--- src/rtl/ps2_pkg.sv ---
// PS/2 receiver shared constants and types.
// Scan-code prefixes, key codes, event layout, frame FSM states.
package ps2_pkg;

  localparam logic [7:0] PS2_EXT = 8'hE0;
  localparam logic [7:0] PS2_BRK = 8'hF0;

  localparam logic [7:0] KEY_ENTER = 8'h5A;
  localparam logic [7:0] KEY_BACK  = 8'h66;
  localparam logic [7:0] KEY_SPACE = 8'h29;
  localparam logic [7:0] KEY_ESC   = 8'h76;

  localparam int BRK_BIT = 9;
  localparam int EXT_BIT = 8;

  typedef enum logic [1:0] {
    FS_IDLE,
    FS_DATA,
    FS_PARITY,
    FS_STOP
  } frame_state_t;

  // True when data plus parity bit has odd weight.
  function automatic logic odd_ok(
    input logic [7:0] d,
    input logic       p
  );
    return ^{d, p};
  endfunction

endpackage

--- src/rtl/ps2_key_receiver_if.sv ---
// Key-event stream handshake.
// Master drives valid/event, slave drives ready.
interface ps2_key_receiver_if;

  logic       out_valid;
  logic       out_ready;
  logic [9:0] out_event;

  modport master (
    output out_valid,
    output out_event,
    input  out_ready
  );

  modport slave (
    input  out_valid,
    input  out_event,
    output out_ready
  );

endinterface

--- src/rtl/ps2_frame_rx.sv ---
// PS/2 frame deserialiser: sync, falling-edge detect,
// 11-bit frame FSM with parity/stop check and timeout.
module ps2_frame_rx
  import ps2_pkg::*;
#(
  parameter int SYNC_STAGES = 3,
  parameter int TIMEOUT_CYC = 100000
) (
  input  logic       clk,
  input  logic       rst,
  input  logic       ps2_clk,
  input  logic       ps2_data,
  output logic       byte_valid,
  output logic [7:0] rx_byte,
  output logic       frame_err
);

  localparam int TW = $clog2(TIMEOUT_CYC);

  logic [SYNC_STAGES-1:0] r_clk_sync;
  logic [SYNC_STAGES-1:0] r_dat_sync;
  logic                   r_clk_prev;
  frame_state_t           r_state;
  frame_state_t           w_state_nxt;
  logic [2:0]             r_bit_cnt;
  logic [7:0]             r_shift;
  logic                   r_par;
  logic [TW-1:0]          r_to_cnt;
  logic                   w_clk_s;
  logic                   w_dat_s;
  logic                   w_fall;
  logic                   w_to_hit;

  assign w_clk_s = r_clk_sync[SYNC_STAGES-1];
  assign w_dat_s = r_dat_sync[SYNC_STAGES-1];
  assign w_fall  = r_clk_prev & ~w_clk_s;
  assign rx_byte = r_shift;

  // Synchronise the pins; idle-high reset avoids a false edge.
  always_ff @(posedge clk) begin
    if (rst) begin
      r_clk_sync <= '1;
      r_dat_sync <= '1;
      r_clk_prev <= 1'b1;
    end else begin
      r_clk_sync <= {r_clk_sync[SYNC_STAGES-2:0], ps2_clk};
      r_dat_sync <= {r_dat_sync[SYNC_STAGES-2:0], ps2_data};
      r_clk_prev <= w_clk_s;
    end
  end

  // Frame state register.
  always_ff @(posedge clk) begin
    if (rst) r_state <= FS_IDLE;
    else     r_state <= w_state_nxt;
  end

  // Next state: walk the frame on each edge, abort on timeout.
  always_comb begin
    w_state_nxt = r_state;
    w_to_hit = (r_state != FS_IDLE) && !w_fall &&
               (r_to_cnt == TW'(TIMEOUT_CYC - 1));
    case (r_state)
      FS_IDLE:
        if (w_fall && !w_dat_s) w_state_nxt = FS_DATA;
      FS_DATA:
        if (w_fall && r_bit_cnt == 3'd7)
          w_state_nxt = FS_PARITY;
      FS_PARITY:
        if (w_fall) w_state_nxt = FS_STOP;
      FS_STOP:
        if (w_fall) w_state_nxt = FS_IDLE;
      default: w_state_nxt = FS_IDLE;
    endcase
    if (w_to_hit) w_state_nxt = FS_IDLE;
  end

  // Shift data, track timeout, flag good byte or error.
  always_ff @(posedge clk) begin
    if (rst) begin
      r_bit_cnt  <= '0;
      r_shift    <= '0;
      r_par      <= 1'b0;
      r_to_cnt   <= '0;
      byte_valid <= 1'b0;
      frame_err  <= 1'b0;
    end else begin
      byte_valid <= 1'b0;
      frame_err  <= w_to_hit;
      if (r_state == FS_IDLE || w_fall) r_to_cnt <= '0;
      else r_to_cnt <= r_to_cnt + 1'b1;
      if (w_fall) begin
        case (r_state)
          FS_IDLE: r_bit_cnt <= '0;
          FS_DATA: begin
            r_shift   <= {w_dat_s, r_shift[7:1]};
            r_bit_cnt <= r_bit_cnt + 3'd1;
          end
          FS_PARITY: r_par <= w_dat_s;
          FS_STOP: begin
            if (w_dat_s && odd_ok(r_shift, r_par))
              byte_valid <= 1'b1;
            else
              frame_err <= 1'b1;
          end
          default: ;
        endcase
      end
    end
  end

endmodule

--- src/rtl/ps2_key_receiver.sv ---
// PS/2 keyboard receiver: prefix decode, event FIFO, error stats.
// PS2_REPEAT_FILTER_EN suppresses typematic repeat makes.
module ps2_key_receiver
  import ps2_pkg::*;
#(
  parameter int SYNC_STAGES = 3,
  parameter int FIFO_DEPTH  = 8,
  parameter int TIMEOUT_CYC = 100000
) (
  input  logic              clk,
  input  logic              rst,
  input  logic              ps2_clk,
  input  logic              ps2_data,
  ps2_key_receiver_if.master out_if,
  output logic              frame_err,
  output logic [7:0]        err_cnt,
  output logic              overflow
);

  localparam int AW = $clog2(FIFO_DEPTH);

  logic          w_bv;
  logic [7:0]    w_byte;
  logic          w_ferr;
  logic          r_ext;
  logic          r_brk;
  logic          w_dec;
  logic          w_emit;
  logic [9:0]    w_event;
  logic [9:0]    r_mem [FIFO_DEPTH];
  logic [AW-1:0] r_wr;
  logic [AW-1:0] r_rd;
  logic [AW:0]   r_cnt;
  logic          w_full;
  logic          w_push;
  logic          w_pop;

  ps2_frame_rx #(
    .SYNC_STAGES(SYNC_STAGES),
    .TIMEOUT_CYC(TIMEOUT_CYC)
  ) u_rx (
    .clk       (clk),
    .rst       (rst),
    .ps2_clk   (ps2_clk),
    .ps2_data  (ps2_data),
    .byte_valid(w_bv),
    .rx_byte   (w_byte),
    .frame_err (w_ferr)
  );

  assign frame_err = w_ferr;
  assign w_dec = w_bv && w_byte != PS2_EXT &&
                 w_byte != PS2_BRK;

  // Assemble {brk, ext, code} from the pending prefix flags.
  always_comb begin
    w_event = {2'b00, w_byte};
    w_event[BRK_BIT] = r_brk;
    w_event[EXT_BIT] = r_ext;
  end

  // Prefix flags: set by E0/F0, cleared once a code is emitted.
  always_ff @(posedge clk) begin
    if (rst || w_ferr) begin
      r_ext <= 1'b0;
      r_brk <= 1'b0;
    end else if (w_bv) begin
      if (w_byte == PS2_EXT) r_ext <= 1'b1;
      else if (w_byte == PS2_BRK) r_brk <= 1'b1;
      else begin
        r_ext <= 1'b0;
        r_brk <= 1'b0;
      end
    end
  end

`ifdef PS2_REPEAT_FILTER_EN
  logic       r_held;
  logic [8:0] r_held_key;
  logic       w_same;

  assign w_same = r_held && r_held_key == {r_ext, w_byte};
  assign w_emit = w_dec && !(!r_brk && w_same);

  // Remember the held key; its release frees it.
  always_ff @(posedge clk) begin
    if (rst) begin
      r_held     <= 1'b0;
      r_held_key <= '0;
    end else if (w_dec) begin
      if (!r_brk) begin
        r_held     <= 1'b1;
        r_held_key <= {r_ext, w_byte};
      end else if (w_same) begin
        r_held <= 1'b0;
      end
    end
  end
`else
  assign w_emit = w_dec;
`endif

  assign w_full = r_cnt == (AW+1)'(FIFO_DEPTH);
  assign out_if.out_valid = r_cnt != '0;
  assign w_pop  = out_if.out_valid & out_if.out_ready;
  assign w_push = w_emit && (!w_full || w_pop);
  assign out_if.out_event =
    out_if.out_valid ? r_mem[r_rd] : '0;

  // FIFO storage write.
  always_ff @(posedge clk) begin
    if (w_push) r_mem[r_wr] <= w_event;
  end

  // FIFO pointers, occupancy and sticky overflow.
  always_ff @(posedge clk) begin
    if (rst) begin
      r_wr     <= '0;
      r_rd     <= '0;
      r_cnt    <= '0;
      overflow <= 1'b0;
    end else begin
      if (w_push) r_wr <= r_wr + 1'b1;
      if (w_pop)  r_rd <= r_rd + 1'b1;
      if (w_push && !w_pop) r_cnt <= r_cnt + 1'b1;
      else if (!w_push && w_pop) r_cnt <= r_cnt - 1'b1;
      if (w_emit && !w_push) overflow <= 1'b1;
    end
  end

  // Saturating frame-error counter.
  always_ff @(posedge clk) begin
    if (rst) err_cnt <= '0;
    else if (w_ferr && err_cnt != 8'hFF)
      err_cnt <= err_cnt + 8'd1;
  end

endmodule

--- src/flat_wrapper.sv ---
// flat-port wrapper written by rule: the top's interface ports become plain ports
module ps2_key_receiver_flat import ps2_pkg::*;
#(
  parameter int SYNC_STAGES = 3,
  parameter int FIFO_DEPTH  = 8,
  parameter int TIMEOUT_CYC = 100000
)
  (clk, rst, ps2_clk, ps2_data, frame_err, err_cnt, overflow, out_if_out_valid, out_if_out_event, out_if_out_ready);
  ps2_key_receiver_if out_if_i ();
  input  logic clk;
  input  logic rst;
  input  logic ps2_clk;
  input  logic ps2_data;
  output logic frame_err;
  output logic [7:0] err_cnt;
  output logic overflow;
  output wire logic [$bits(out_if_i.out_valid)-1:0] out_if_out_valid;
  output wire logic [$bits(out_if_i.out_event)-1:0] out_if_out_event;
  input wire logic [$bits(out_if_i.out_ready)-1:0] out_if_out_ready;
  assign out_if_out_valid = out_if_i.out_valid;
  assign out_if_out_event = out_if_i.out_event;
  assign out_if_i.out_ready = out_if_out_ready;
  ps2_key_receiver #(.SYNC_STAGES(SYNC_STAGES), .FIFO_DEPTH(FIFO_DEPTH), .TIMEOUT_CYC(TIMEOUT_CYC)) u_core (.clk(clk), .rst(rst), .ps2_clk(ps2_clk), .ps2_data(ps2_data), .out_if(out_if_i), .frame_err(frame_err), .err_cnt(err_cnt), .overflow(overflow));
endmodule
--- config.mk ---
export PLATFORM = sky130hd
export DESIGN_NAME = ps2_key_receiver_flat
export DESIGN_NICKNAME = d
export VERILOG_FILES = /design/src/rtl/ps2_pkg.sv /design/src/rtl/ps2_key_receiver_if.sv /design/src/rtl/ps2_frame_rx.sv /design/src/rtl/ps2_key_receiver.sv /design/src/flat_wrapper.sv
export SDC_FILE = /design/constraint.sdc
export NUM_CORES = 1
export LEC_CHECK = 0
export ABC_CLOCK_PERIOD_IN_PS = 3000
export CORE_MARGIN = 3
export CORE_UTILIZATION = 30
export CTS_CLUSTER_SIZE = 14
export DETAILED_ROUTE_END_ITERATION = 16
export GPL_ROUTABILITY_DRIVEN = 0
export GPL_TIMING_DRIVEN = 0
export PLACE_DENSITY = 0.42
export SETUP_SLACK_MARGIN = 0.4
export SLEW_MARGIN = 10
export SYNTH_ARGS = -nofsm -noshare
export SYNTH_HDL_FRONTEND = slang
export SYNTH_SLANG_ARGS = --single-unit
--- constraint.sdc ---
create_clock -name clk -period 3 [get_ports clk]
set_input_delay 0.9 -clock clk [delete_from_list [all_inputs] [get_ports clk]]
set_output_delay 0.9 -clock clk [all_outputs]
set_load 0.01 [all_outputs]
# --- Yosys cells after proc, flatten, opt, wreduce, memory -nomap -nowiden ---
# Memory sizes are Yosys's and may differ from the RTL's. A register that Yosys moved wholly into a read port is not among the register bits.
# Cells that the tools add are included.
totals:
  ff_bits: 61
  ram_bits: 80
  inputBits: 5
  output_inout_bits: 21
  wordCells: 102
  mem_count: 1
op_classes:
  n_addsub: 7
  n_eq_ne: 16
  muxes: 20
  bitwise: 6
  reduce_logical: 35
mem_list:
  columns: ["name", "words", "word_bits", "read_ports", "rd_ports_with_merged_regs", "write_ports", "line_no", "rtl"]
  rows:
  - ["u_core.r_mem", 8, 10, 1, 1, 1, "ps2_key_receiver.sv:30", "logic [9:0] r_mem [FIFO_DEPTH];"]
ops:
  columns: ["op", "n"]
  rows:
  - ["8-bit != test, second input constant", 3]
  - ["17-bit by 1-bit adder with 17-bit output, second input constant", 1]
  - ["17-bit == test, second input constant", 1]
  - ["8-bit == test, second input constant", 2]
  - ["1-bit logical AND", 12]
  - ["10-bit two-way mux", 1]
  - ["2-bit AND reduction", 5]
  - ["3-bit by 1-bit adder with 3-bit output, second input constant", 3]
  - ["1-bit two-way mux", 9]
  - ["9-bit parity", 1]
  - ["8-bit by 1-bit adder with 8-bit output, second input constant", 1]
  - ["2-bit two-way mux", 4]
  - ["4-bit two-way mux", 2]
  - ["2-bit != test, second input constant", 4]
  - ["2-bit case mux with 4 select lines", 1]
  - ["3-bit two-way mux", 2]
  - ["3-bit case mux with 2 select lines", 1]
  - ["2-bit nonzero test", 3]
  - ["1-bit zero test", 5]
  - ["4-bit by 1-bit adder with 4-bit output, second input constant", 1]
  - ["2-bit == test, second input constant", 2]
  - ["4-bit == test, second input constant", 1]
  - ["1-bit NOT", 4]
  - ["4-bit AND reduction", 1]
  - ["other kinds (10)", 14]

# --- Depth between registers and ports, before layout ---
depth:
  ltp_word: 8
  mapped_depth: 12
  mapped_depth_nobuf: 12

# --- Modules after synthesis ---
# From an unflattened synthesis, not the netlist that was laid out.
hier_totals:
  cells_unflattened: 443
  hier_area_um2: 5898.2
by_module_without_submodules:
  columns: ["mod", "instances", "cells_per_inst", "area_each_um2"]
  rows:
  - ["ps2_key_receiver", 1, 256, 4171.5]
  - ["ps2_frame_rx", 1, 187, 1726.7]

# --- Worst setup path before layout ---
# No wires, ideal clock.
synth_path:
  path_kind: "input-to-reg"
  startpoint: "input out_if_out_ready"
  endpoint: "register u_core.r_cnt[3]"
  arrival_ns: 2.694
  required_ns: 2.930
  path_slack_ns: 0.235
  stages: 11
  path_buffers: 0
  cell_sequence: "nand3b_1 -> nand2_1 -> inv_1 -> ha_1 -> inv_1 -> ha_1 -> a21o_1 -> a21oi_1 -> xnor2_1 -> or3_1 -> a21oi_1"
synth_via:
  elab_chain_cells: 6
  word_cells_on_any_way: 9
synth_lines:
  columns: ["item", "line_no", "rtl"]
  rows:
  - ["from (decl)", "flat_wrapper.sv:19", "input wire logic [$bits(out_if_i.out_ready)-1:0] out_if_out_ready;"]
  - ["1-bit bitwise AND (*)", "ps2_key_receiver.sv:105", "assign w_pop = out_if.out_valid & out_if.out_ready;"]
  - ["1-bit logical OR (*)", "ps2_key_receiver.sv:106", "assign w_push = w_emit && (!w_full || w_pop);"]
  - ["1-bit logical AND (*)", "ps2_key_receiver.sv:106", null]
  - ["named net u_core.w_push", "ps2_key_receiver.sv:35", "logic w_push;"]
  - ["1-bit zero test", "ps2_key_receiver.sv:126", "else if (!w_push && w_pop) r_cnt <= r_cnt - 1'b1;"]
  - ["1-bit logical AND", "ps2_key_receiver.sv:126", null]
  - ["2-bit nonzero test (no source line)", null, null]
  - ["to (signal assigned)", "ps2_key_receiver.sv:125", "if (w_push && !w_pop) r_cnt <= r_cnt + 1'b1;"]
  - ["to (signal assigned)", "ps2_key_receiver.sv:126", null]
  - ["to (decl)", "ps2_key_receiver.sv:33", "logic [AW:0] r_cnt;"]
# The timed path passes the listed nets; every way through them passes the cells marked *.
# A chain may end at the register's enable or synchronous reset.

==> summary.txt <==
Worst setup path
  • Crit Path Class: reg2out
  • Launching point of the worst reg2reg path: u_core.u_rx.rx_byte[6]
  • CP endpoint kind: primary output
  • Critical path arrival: between 1.5 and 2 ns
  • CP max stage delay: 0.50 ns
  • Critical path's slowest cell: mux4_2
  • Reg2reg setup slack: roughly 0.54 ns
  • Crit-path most repeated cell: buf_12
  • Worst path cell trace: buf_12, buf_12, mux4_2, mux2i_2, nor2_1, buf_2
  • Buf+Inv Stages, Crit Path: 3
  • Reg2reg end: u_core.r_cnt[3]
  • Crit Path Max Fanout: 7
  • WP data required: 2.10 ns
  • R2R depth: 12
  • Element type at the critical path start: register
  • CP delay by family, top: multiplexers

Floorplanning
  • Die area: between 0.02 and 0.025 mm2
  • I/O pin count: 26
  • Row cnt: 50
  • Die Width: 145.2 um
  • Initial Utilization: a little under a third
  • CORE AREA: between 0.015 and 0.02 mm2
  • Die Y: 145.2 um

Timing
  • Relative slew slack: 49.57%
  • RSZ-0062 raised after global routing: yes
  • Hold Vio Cnt, Final: 0
  • Max Clk Rate: 347.4 MHz
  • Clock skew: 0.01127 ns
  • Min Tclk post-route: 2.878 ns
  • Fin. max-slew vios: 0
  • Final TNS setup: 0 ns
  • Final period utilization: between 90% and 100%
  • Setup ws final: 0.1217 ns
  • Finish-stage setup viols: 0
  • Slew @ Worst Pin: 0.7557 ns

Detailed routing
  • Antenna viol nets, final: 0
  • Final WL: 12420 um
  • Initial drt markers: 154
  • Wire per inst: 15.80 um
  • DR DRC count: 0
  • Drt pass-1 iters: 4
  • Vias per inst: 4.522
  • DR vias: 3554

Flow run
  • Number of max-cap violations: 0

CTS
  • CTS max path bufs: 2
  • Hold_buf cts: 0
  • Clock sinks: 144
  • Clk root buf: clkbuf_16
  • CTS Buf Count: 17
  • CTS tree: built
  • Clk_lat worst skew: approximately 0.42 ns
  • Clk slew on worst S/H paths: 0.06 ns
  • H-tree depth: 4

Final layout
  • Multi-input logic area: 0.002125 mm2
  • Post-route cell area: ~0.0074 mm2
  • Area grow syn2layout: 26.53%
  • Fill count: ~1.9k
  • Register area: 0.003706 mm2
  • ANT cells: 0
  • Fraction of layout cells with a size suffix above 1: 26.24%
  • Nets: 532

Logic synthesis
  • Top_reg_cell synth: edfxtp_1
  • Post-synth EDFFs: 80
  • Synth warn: 0
  • Synth area leader: edfxtp_1
  • Number of synthesized register bits: 144
  • Synth top area share: 41.31%
  • Synthesized area: 0.005816 mm2
  • Post-Syn Nets: approximately 460
  • Yosys cell types: 44
  • Top post-synthesis cells by count: edfxtp_1 (80), dfxtp_1 (64), nor2_1 (48), nand2_1 (38), a21oi_1 (25)
  • Sequential element share of the synthesized area: 63.34%
  • Post-Syn Instances: 444
  • Synth async-reset ratio: 0%
  • Syn_area_per_cell: 13.10 um2
  • Count leader, synth: edfxtp_1
  • Synth area leaders: edfxtp_1 (41%), dfxtp_1 (22%), mux4_2 (7.7%)

Global route
  • Antenna violations before repair: 0
  • Grt total ovfl: 0
  • Largest net degree at the start of global routing: 17
  • Wire length of the first global-routing pass: 19890 um
  • Vias in the first global route: 3631
  • Total GRT Usage: 12.19%

Placement
  • DP Wirelength: 7946 um
  • Port-buffer cells: 24
  • Pre-CTS WS: -0.5801 ns
  • Post-DP Area: ~0.0065 mm2

Worst hold path
  • Hold Crit Depth: 1
  • Worst Hold Class: reg2reg
  • WHS Endpoint: u_core.u_rx.r_dat_sync[1]
  • Hold Crit Start: u_core.u_rx.r_dat_sync[0]

Power
  • Peak supply drop: roughly 380 uV
  • Leak: 2.503 nW
  • Power Density: 678.6 mW/mm2

Status
  • Outcome: completed
metal layers:
metal	up-vias	share of wire, %	GRT usage (%)	routed length [um]
met3	9	3.6	3.685	444
li1	1752	-	-	-
met2	51	49	19.77	6071
met1	1742	47	15.66	5803
met5	-	0	0	0
met4	0	0.82	3.941	102
worst register-to-register path: stages, from the launching register on:
cell	delay, ns
dfxtp_4	0.38
nor4bb_4	0.36
a31oi_4	0.14
nand2_4	0.10
inv_4	0.05
ha_4	0.17
inv_4	0.06
ha_1	0.21
a21o_1	0.18
a21oi_2	0.14
xnor2_1	0.10
or3_1	0.39
a21oi_2	0.11
cells by family (layout without fill, tap and decap cells):
kind of cell	Yosys count	count (layout)	share of synthesized area [%]
and+or+nand+nor	154	154	12.82
DFF	144	144	63.34
AOI/OAI and AO/OA	41	41	3.959
muxes	33	33	9.983
xor gates and xnor gates	30	30	4.755
buffers and inverters	28	110	2.001
adders and majority gates	14	14	3.141
worst max path at each step:
stage                startpoint             endpoint  cells past startpoint
6_report               register  out_if_out_event[6]                      6
5_1_grt                register  out_if_out_event[0]                      6
2_1_floorplan  out_if_out_ready      u_core.r_cnt[3]                     11
4_1_cts                register  out_if_out_event[6]                      6
3_3_place_gp   out_if_out_ready   u_core.r_mem[0][5]                      4
3_5_place_dp   out_if_out_ready   u_core.r_mem[7][7]                      6
cells in the final DEF (no fill, tap or decap), drive strengths merged, types with 2 or more instances in the layout:
cell type      netlist  layout
buf                  6      41
mux2i               13      13
inv                 13      13
o21ai                8       8
clkdlybuf4s50        0      12
nor3                12      12
mux4                20      20
nor4                 5       5
or3                 10      10
a31oi                2       2
nand3               11      11
nand4                6       6
dfxtp               64      64
edfxtp              80      80
clkinv               0       7
xor2                14      14
and3                 4       4
a22oi                2       2
nand2b               4       4
clkbuf               9      30
xnor2               15      15
nor2                50      50
a21oi               25      25
clkinvlp             0       2
nand2               38      38
ha                  13      13
bufinv               0       3
or2                  7       7
layout make-up:
cell class	count	area share, %
Clock buffer	20	6.070
Timing Repair Buffer	50	6.036
Tap cell	260	4.421
Buffer	15	1.547
Multi-Input combinational cell	272	28.87
Sequential cell	144	50.37
Inverter	13	0.7312
Clock inverter	12	1.955
power by group:
group	switching, mW	leakage, nW	internal, mW	total [mW]
sequential	0.0399	1.26	2.09	2.13
combinational	0.356	0.949	0.412	0.768
clock	0.774	0.289	1.32	2.09
what timing repair did:
item | in CTS | in global routing
endpoints found under the setup margin | 50 | 11
gates resized for setup | 76 | 12
pin swaps | 3 | 8
gates cloned | 1 | 0
buffers inserted | 11 | 8
through the flow:
step | hold WS [ns] | cells | total power [mW] | util, %
final | 0.4108 | 786 | 4.994 | 38.95
after global routing | 0.4220 | 786 | 5.228 | 38.95
after CTS | 0.4130 | 778 | 5.078 | 38.46
after detailed placement | 0.3988 | 734 | 2.850 | 34.28
after global placement | 0.3926 | 728 | 2.845 | 33.87
after floorplan | 0.3895 | 444 | 2.583 | -
state kept, by name (all words and copies together) (netlist names), 2 cells and up, named ones only:
name and count:
u_core.r_rd 3, u_core.u_rx.r_to_cnt 17, u_core.u_rx.rx_byte 8, u_core.r_wr 3, u_core.err_cnt 8, u_core.r_cnt 4
u_core.u_rx.r_dat_sync 3, u_core.r_mem 80, u_core.u_rx.r_clk_sync 3, u_core.u_rx.r_state 2, u_core.u_rx.r_bit_cnt 3
No activity file was read; power rests on OpenSTA's default activity.
